File: src/rtl/tla_cap_pkg.sv
// Shared types and helpers for the tla_multi_cap capture sequencer.
package tla_cap_pkg;

  localparam int unsigned WinMinLog2Def = 4;

  typedef enum logic [2:0] {
    StIdle,
    StArm,
    StDelay,
    StCapt,
    StDone
  } cap_state_e;

  // Number of samples in a capture window for a given window-select code.
  function automatic int unsigned win_len(input int unsigned wdis, input int unsigned min_log2);
    return 32'd1 << (wdis + min_log2);
  endfunction

endpackage

File: src/rtl/tla_cap_cnt.sv
// Loadable down-counter with enable and zero flag; load has priority over enable.
module tla_cap_cnt #(
  parameter int unsigned Width = 8
) (
  input  logic             clk_i,
  input  logic             rst_ni,
  input  logic             load_i,
  input  logic [Width-1:0] load_val_i,
  input  logic             en_i,
  output logic             zero_o
);

  logic [Width-1:0] cnt_q;

  // Saturates at zero so the maximum window never wraps.
  always_ff @(posedge clk_i or negedge rst_ni) begin
    if (!rst_ni) begin
      cnt_q <= '0;
    end else if (load_i) begin
      cnt_q <= load_val_i;
    end else if (en_i && (cnt_q != '0)) begin
      cnt_q <= cnt_q - Width'(1);
    end
  end

  assign zero_o = (cnt_q == '0);

endmodule

File: src/rtl/tla_multi_cap.sv
// Multi-channel trigger/delay/window capture sequencer in the Gc_clk125 domain.
// Optional sticky per-channel overflow tracking: define TLA_CAP_OF_STICKY_EN.
module tla_multi_cap
  import tla_cap_pkg::*;
#(
  parameter int unsigned CH_NUM       = 4,
  parameter int unsigned ADC_W        = 14,
  parameter int unsigned WDIS_W       = 3,
  parameter int unsigned PLUS_W       = 32,
  parameter int unsigned WIN_MIN_LOG2 = WinMinLog2Def
) (
  input  logic                    Gc_clk125,
  input  logic                    Gc_rst_n,
  input  logic                    Gc_adc_vld,
  input  logic [CH_NUM*ADC_W-1:0] Gc_adc_data,
  input  logic [CH_NUM-1:0]       Gc_adc_of,
  input  logic [CH_NUM-1:0]       Gc_ch_mask,
  input  logic                    Gc_cap_mode,
  input  logic [WDIS_W-1:0]       Gc_cap_wdis,
  input  logic [PLUS_W-1:0]       Gc_cap_plus,
  input  logic                    Gc_cap_start,
  input  logic                    Gc_cap_trig,
  input  logic                    Gc_cap_abort,
  output logic                    Gc_cap_vld,
  output logic [CH_NUM*ADC_W-1:0] Gc_cap_data,
  output logic                    Gc_cap_last,
  output logic                    Gc_capr_rdy,
  output logic                    Gc_busy,
  output logic [CH_NUM-1:0]       Gc_cap_of
);

  localparam int unsigned WinCntW = WIN_MIN_LOG2 + (1 << WDIS_W) - 1;
  localparam int unsigned DataW   = CH_NUM * ADC_W;

  cap_state_e state_q, state_d;

  logic              sh_mode_q;
  logic [WDIS_W-1:0] sh_wdis_q;
  logic [PLUS_W-1:0] sh_plus_q;
  logic [CH_NUM-1:0] sh_mask_q;

  logic               dly_load, dly_en, dly_zero;
  logic               win_load, win_en, win_zero;
  logic [PLUS_W-1:0]  dly_load_val;
  logic [WinCntW-1:0] win_load_val;
  logic               latch_cfg, clr_flags, emit, emit_last;
  logic [DataW-1:0]   lane_mask;

  always_comb begin
    lane_mask = '0;
    for (int i = 0; i < CH_NUM; i++) begin
      lane_mask[i*ADC_W +: ADC_W] = {ADC_W{sh_mask_q[i]}};
    end
  end

  // The sample that empties the delay counter is itself skipped, hence plus-1.
  assign dly_load_val = sh_plus_q - PLUS_W'(1);
  assign win_load_val = WinCntW'(win_len(32'(sh_wdis_q), WIN_MIN_LOG2) - 32'd1);

  always_comb begin
    state_d   = state_q;
    latch_cfg = 1'b0;
    clr_flags = 1'b0;
    dly_load  = 1'b0;
    win_load  = 1'b0;
    dly_en    = 1'b0;
    win_en    = 1'b0;
    emit      = 1'b0;
    emit_last = 1'b0;
    if (Gc_cap_abort) begin
      state_d   = StIdle;
      clr_flags = 1'b1;
    end else begin
      unique case (state_q)
        StIdle, StDone: begin
          if (Gc_cap_start) begin
            state_d   = StArm;
            latch_cfg = 1'b1;
            clr_flags = 1'b1;
          end
        end
        StArm: begin
          if (Gc_cap_trig) begin
            dly_load  = 1'b1;
            win_load  = 1'b1;
            clr_flags = 1'b1;
            state_d   = (sh_plus_q != '0) ? StDelay : StCapt;
          end
        end
        StDelay: begin
          if (Gc_adc_vld) begin
            if (dly_zero) state_d = StCapt;
            else          dly_en  = 1'b1;
          end
        end
        StCapt: begin
          if (Gc_adc_vld) begin
            emit = 1'b1;
            if (win_zero) begin
              emit_last = 1'b1;
              state_d   = sh_mode_q ? StArm : StDone;
            end else begin
              win_en = 1'b1;
            end
          end
        end
        default: state_d = StIdle;
      endcase
    end
  end

  always_ff @(posedge Gc_clk125 or negedge Gc_rst_n) begin
    if (!Gc_rst_n) begin
      state_q     <= StIdle;
      sh_mode_q   <= 1'b0;
      sh_wdis_q   <= '0;
      sh_plus_q   <= '0;
      sh_mask_q   <= '0;
      Gc_cap_vld  <= 1'b0;
      Gc_cap_data <= '0;
      Gc_cap_last <= 1'b0;
      Gc_capr_rdy <= 1'b0;
      Gc_busy     <= 1'b0;
    end else begin
      state_q <= state_d;
      if (latch_cfg) begin
        sh_mode_q <= Gc_cap_mode;
        sh_wdis_q <= Gc_cap_wdis;
        sh_plus_q <= Gc_cap_plus;
        sh_mask_q <= Gc_ch_mask;
      end
      Gc_cap_vld  <= emit;
      Gc_cap_last <= emit_last;
      if (emit) Gc_cap_data <= Gc_adc_data & lane_mask;
      Gc_busy <= (state_d == StArm) || (state_d == StDelay) || (state_d == StCapt);
      // A clear in the same cycle wins, since it opens a new window.
      if (clr_flags)        Gc_capr_rdy <= 1'b0;
      else if (Gc_cap_last) Gc_capr_rdy <= 1'b1;
    end
  end

`ifdef TLA_CAP_OF_STICKY_EN
  logic [CH_NUM-1:0] cap_of_q;

  always_ff @(posedge Gc_clk125 or negedge Gc_rst_n) begin
    if (!Gc_rst_n) begin
      cap_of_q <= '0;
    end else if (clr_flags) begin
      cap_of_q <= '0;
    end else if (emit) begin
      cap_of_q <= cap_of_q | (Gc_adc_of & sh_mask_q);
    end
  end

  assign Gc_cap_of = cap_of_q;
`else
  logic unused_adc_of;
  assign unused_adc_of = ^Gc_adc_of;
  assign Gc_cap_of     = '0;
`endif

  tla_cap_cnt #(
    .Width(PLUS_W)
  ) u_dly_cnt (
    .clk_i     (Gc_clk125),
    .rst_ni    (Gc_rst_n),
    .load_i    (dly_load),
    .load_val_i(dly_load_val),
    .en_i      (dly_en),
    .zero_o    (dly_zero)
  );

  tla_cap_cnt #(
    .Width(WinCntW)
  ) u_win_cnt (
    .clk_i     (Gc_clk125),
    .rst_ni    (Gc_rst_n),
    .load_i    (win_load),
    .load_val_i(win_load_val),
    .en_i      (win_en),
    .zero_o    (win_zero)
  );

endmodule

File: config.mk
export PLATFORM = sky130hd
export DESIGN_NAME = tla_multi_cap
export DESIGN_NICKNAME = d
export VERILOG_FILES = /design/src/rtl/tla_cap_pkg.sv /design/src/rtl/tla_cap_cnt.sv /design/src/rtl/tla_multi_cap.sv
export SDC_FILE = /design/constraint.sdc
export NUM_CORES = 1
export LEC_CHECK = 0
export CAP_MARGIN = 20
export CORE_ASPECT_RATIO = 1.75
export CORE_MARGIN = 2
export CORE_UTILIZATION = 45
export DETAILED_ROUTE_END_ITERATION = 16
export PLACE_DENSITY = 0.73
export SETUP_SLACK_MARGIN = 0.1
export SYNTH_ARGS = -nofsm -noshare
export SYNTH_HDL_FRONTEND = slang
export SYNTH_SLANG_ARGS = --single-unit
File: constraint.sdc
create_clock -name Gc_clk125 -period 5.5 [get_ports Gc_clk125]
set_clock_uncertainty 0.15 [all_clocks]
set_input_delay 1.1 -clock Gc_clk125 [delete_from_list [all_inputs] [get_ports Gc_clk125]]
set_output_delay 1.1 -clock Gc_clk125 [all_outputs]
set_load 0.01 [all_outputs]
==> flow_summary.json <==
{
  "grtUsageMet3": 0.0614,
  "fin_tns_setup_ns": 0,
  "insertion_delay_ns": 0.42,
  "syn_to_final_growth_pct": 30.8,
  "fin_crit_ns": 4.45,
  "numCtsBuffers": 17,
  "ys_types": 69,
  "diodes": 0,
  "slew_headroom": 0.387,
  "powerDensity_nw_per_um2": 363,
  "worst_hold_path_type": "reg2reg",
  "multiInputGateArea_sq_um": 3750,
  "synth_ff_type": "dfrtp_1",
  "cpPeakStageDelay_ns": 0.61,
  "p_clk_frac": 0.315,
  "htreeDepth": 4,
  "grt_pass1_vias": 6622,
  "first_pass_iters": 5,
  "row_count": 63,
  "clockBufferDepth": 2,
  "pwr-share-seq": 0.465,
  "drtIter0Drc": 298,
  "cts.sinks": 146,
  "num_io_pins": 170,
  "viasPerCell": 5.60,
  "grt_max_degree": 103,
  "outcome": "finished, final reports clean",
  "start_kind": "input pin",
  "crit_path_end_kind": "flop",
  "p_comb_frac": 0.219,
  "sw_frac_of_total": 0.322,
  "synth.top_cell.area_share": 0.478,
  "start_util": 0.455,
  "core_sq_um": 16800,
  "worstPathArrival_ns": 4.63,
  "gr-total-overflow": 0,
  "yosysWarnings": 0,
  "vias": 6567,
  "post_cts_buffers": 0,
  "wl_um": 20400,
  "worst-setup-path-type": "in2reg",
  "max_freq_mhz": 225,
  "setup_viol": 0,
  "ant_nets": 0,
  "die_h_um": 176,
  "p_int_uw": 2460,
  "crit_family": "simple AND/OR/NAND/NOR gates",
  "grtUsageTotal": 0.238,
  "yosysTopAreaCell": "dfrtp_1",
  "register_area_sq_um": 3650,
  "gp_congestion": 0.914,
  "fill_cells": 1435,
  "cts_root_buf": "clkbuf_16",
  "synth_area_leaders": "dfrtp_1 (48%), mux2_2 (6.9%), nand2_1 (6.6%), nand3_1 (4.5%), xnor2_1 (2.8%)",
  "io_buffers": 161,
  "avgSynthCellArea_sq_um": 9.67,
  "layout_common_cells": "clkdlybuf4s50_1 (160), dfrtp_1 (146), nand2_1 (134)",
  "grt_pass1_wl_um": 33500,
  "slew_violations": 0,
  "grt.met2_usage": 0.407,
  "slowest_stage": "clkdlybuf4s50_1",
  "syn-instance-count": 790,
  "clk_pin_slew_ns": 0.06,
  "avgRoutedWirePerCell_um": 17.4,
  "async_reset_ff_frac": 1.00,
  "cts_tree": "done",
  "synthesis.area_sq_um": 7640,
  "ir_worst_vdd_mv": 0.203,
  "crit_chain": "clkdlybuf4s50_1 -> and4bb_2 -> nand2_2 -> mux2i_1 -> ha_1 -> nand2b_1 -> or3_1 -> mux2i_1 -> o2111ai_1 -> or4_1 -> o211ai_1",
  "cpMostUsedCell": "mux2i_1",
  "final_layout_size_suffix_gt1_frac": 0.126,
  "ys_seq_area_frac": 0.478,
  "hold_violations": 0,
  "hpwlAfterDp_um": 14500,
  "post-place-ws_ns": 0.768,
  "grt_setup_unrepaired": "no",
  "final_common_cell": "clkdlybuf4s50_1",
  "dieArea_sq_um": 18100,
  "cts_hold_buffers": 0,
  "crit_path_max_fanout": 8,
  "drc": 0,
  "antenna_found_initial": 0,
  "period_share": 0.809,
  "layout.nets": 1041,
  "critPathRequiredTime_ns": 5.68,
  "globalRouteMet1Util": 0.270,
  "die_w_um": 102,
  "cts.repair.resized": 0,
  "p_switching_uw": 1170,
  "tightest_slew_ns": 0.920,
  "setup_ws_ns": 1.05,
  "synth_seq_cells": 146,
  "p_leak_uw": 0.00412,
  "drv_cap": 0,
  "critPathBufInv": 1,
  "busiest_layer": "met2",
  "synth-edff-count": 0
}
-- power groups by stage --
| stage | Sequential (uW) | Clock, uW | Combinational (uW) |
|---|---|---|---|
| final | 1690 | 1140 | 795 |
| after global routing | 1730 | 1210 | 884 |
| after CTS | 1680 | 1160 | 802 |
| after detailed placement | 1690 | 0 | 798 |
| after global placement | 1690 | 0 | 776 |
| after floorplan | 1580 | 0 | 532 |
-- Yosys cell counts (3+ instances only) --
cell         n
clkbuf_1    29
o21ai_0     13
buf_1       12
nand3_1     69
xnor2_1     24
buf_6        3
xor2_1      18
dfrtp_1    146
nor3b_1      4
a211oi_1    25
nand2b_1     5
nand3b_1     3
a21boi_0     3
a221oi_1     3
or4_4        6
mux2i_1      6
o211ai_1    11
o2111ai_1    3
nor4b_1      3
and3_1      17
a311oi_1     6
nand2_1    134
nand4_1      9
inv_1        3
buf_2        5
nor4_1      20
buf_4        4
nor3_1      22
nor2_1      52
or4_1       13
a21oi_1     20
mux2_2      47
o31ai_1      4
or3_1        3
-- metrics by stage --
| step | total power [uW] | instances | utilization | cell area [sq um] | hold slack (ns) |
|---|---|---|---|---|---|
| 2_1_floorplan | 2110 | 793 | - | 7650 | 0.298 |
| 3_3_place_gp | 2460 | 1141 | 0.561 | 9410 | 0.298 |
| 3_5_place_dp | 2490 | 1141 | 0.561 | 9410 | 0.305 |
| 4_1_cts | 3640 | 1173 | 0.595 | 9990 | 0.318 |
| 5_1_grt | 3820 | 1173 | 0.595 | 9990 | 0.332 |
| 6_report | 3620 | 1173 | 0.595 | 9990 | 0.313 |
-- per-layer routing --
layer,share of wire,wire (um),up-vias
met4,0.043,874,0
met1,0.37,7600,3144
met2,0.52,10700,235
met3,0.060,1220,49
li1,-,-,3139
met5,0,0,-
-- worst reg2reg max path, stage by stage (launching register included) --
cell and delay [ns]:
dfrtp_1 0.47, and4bb_2 0.43, nand2_2 0.12, mux2i_1 0.17, ha_1 0.34, nand2b_1 0.16, or3_1 0.34, mux2i_1 0.52
o2111ai_1 0.34, or4_1 0.48, o211ai_1 0.10
-- worst paths after layout --
kind,endpoint,from,cells after the start,slack (ns)
worst max-delay path,u_dly_cnt.cnt_q[28],Gc_cap_trig,11,1.05
worst min-delay path,Gc_cap_data[19],Gc_cap_data[19],2,0.31
min in group asynchronous,Gc_cap_data[41],Gc_rst_n,1,0.65
max in group asynchronous,Gc_cap_data[48],Gc_rst_n,2,3.64
worst max register to register,u_dly_cnt.cnt_q[28],state_q[1],10,1.80
worst min register to register,Gc_cap_data[19],Gc_cap_data[19],2,0.31
-- flip-flops by register name, indices dropped and copies added, names as in the netlist --
signal,flops
Gc_capr_rdy,1
Gc_cap_vld,1
u_win_cnt.cnt_q,11
state_q,3
sh_mask_q,4
u_dly_cnt.cnt_q,32
sh_mode_q,1
Gc_busy,1
sh_plus_q,32
Gc_cap_data,56
Gc_cap_last,1
sh_wdis_q,3
-- cells by family (layout without fill, tap and decap cells) --
group,after synthesis,after routing,share of synthesized area
DFF,146,146,0.478
muxes,55,55,0.0811
and+or+nand+nor,376,376,0.245
buffers and inverters,56,209,0.0333
AOI/OAI and AO/OA,112,112,0.110
adders and majority gates,2,2,0.00328
xor gates and xnor gates,42,42,0.0482
other,1,4,0.000491
-- layout make-up --
type | count | share of cell area
clock inverter | 12 | 0.0134
sequential | 146 | 0.366
inverter | 3 | 0.00113
timing repair buffer | 174 | 0.171
tap | 227 | 0.0284
multi-input combinational | 591 | 0.376
clock buffer | 20 | 0.0447
No activity file was read; power rests on OpenSTA's default activity.
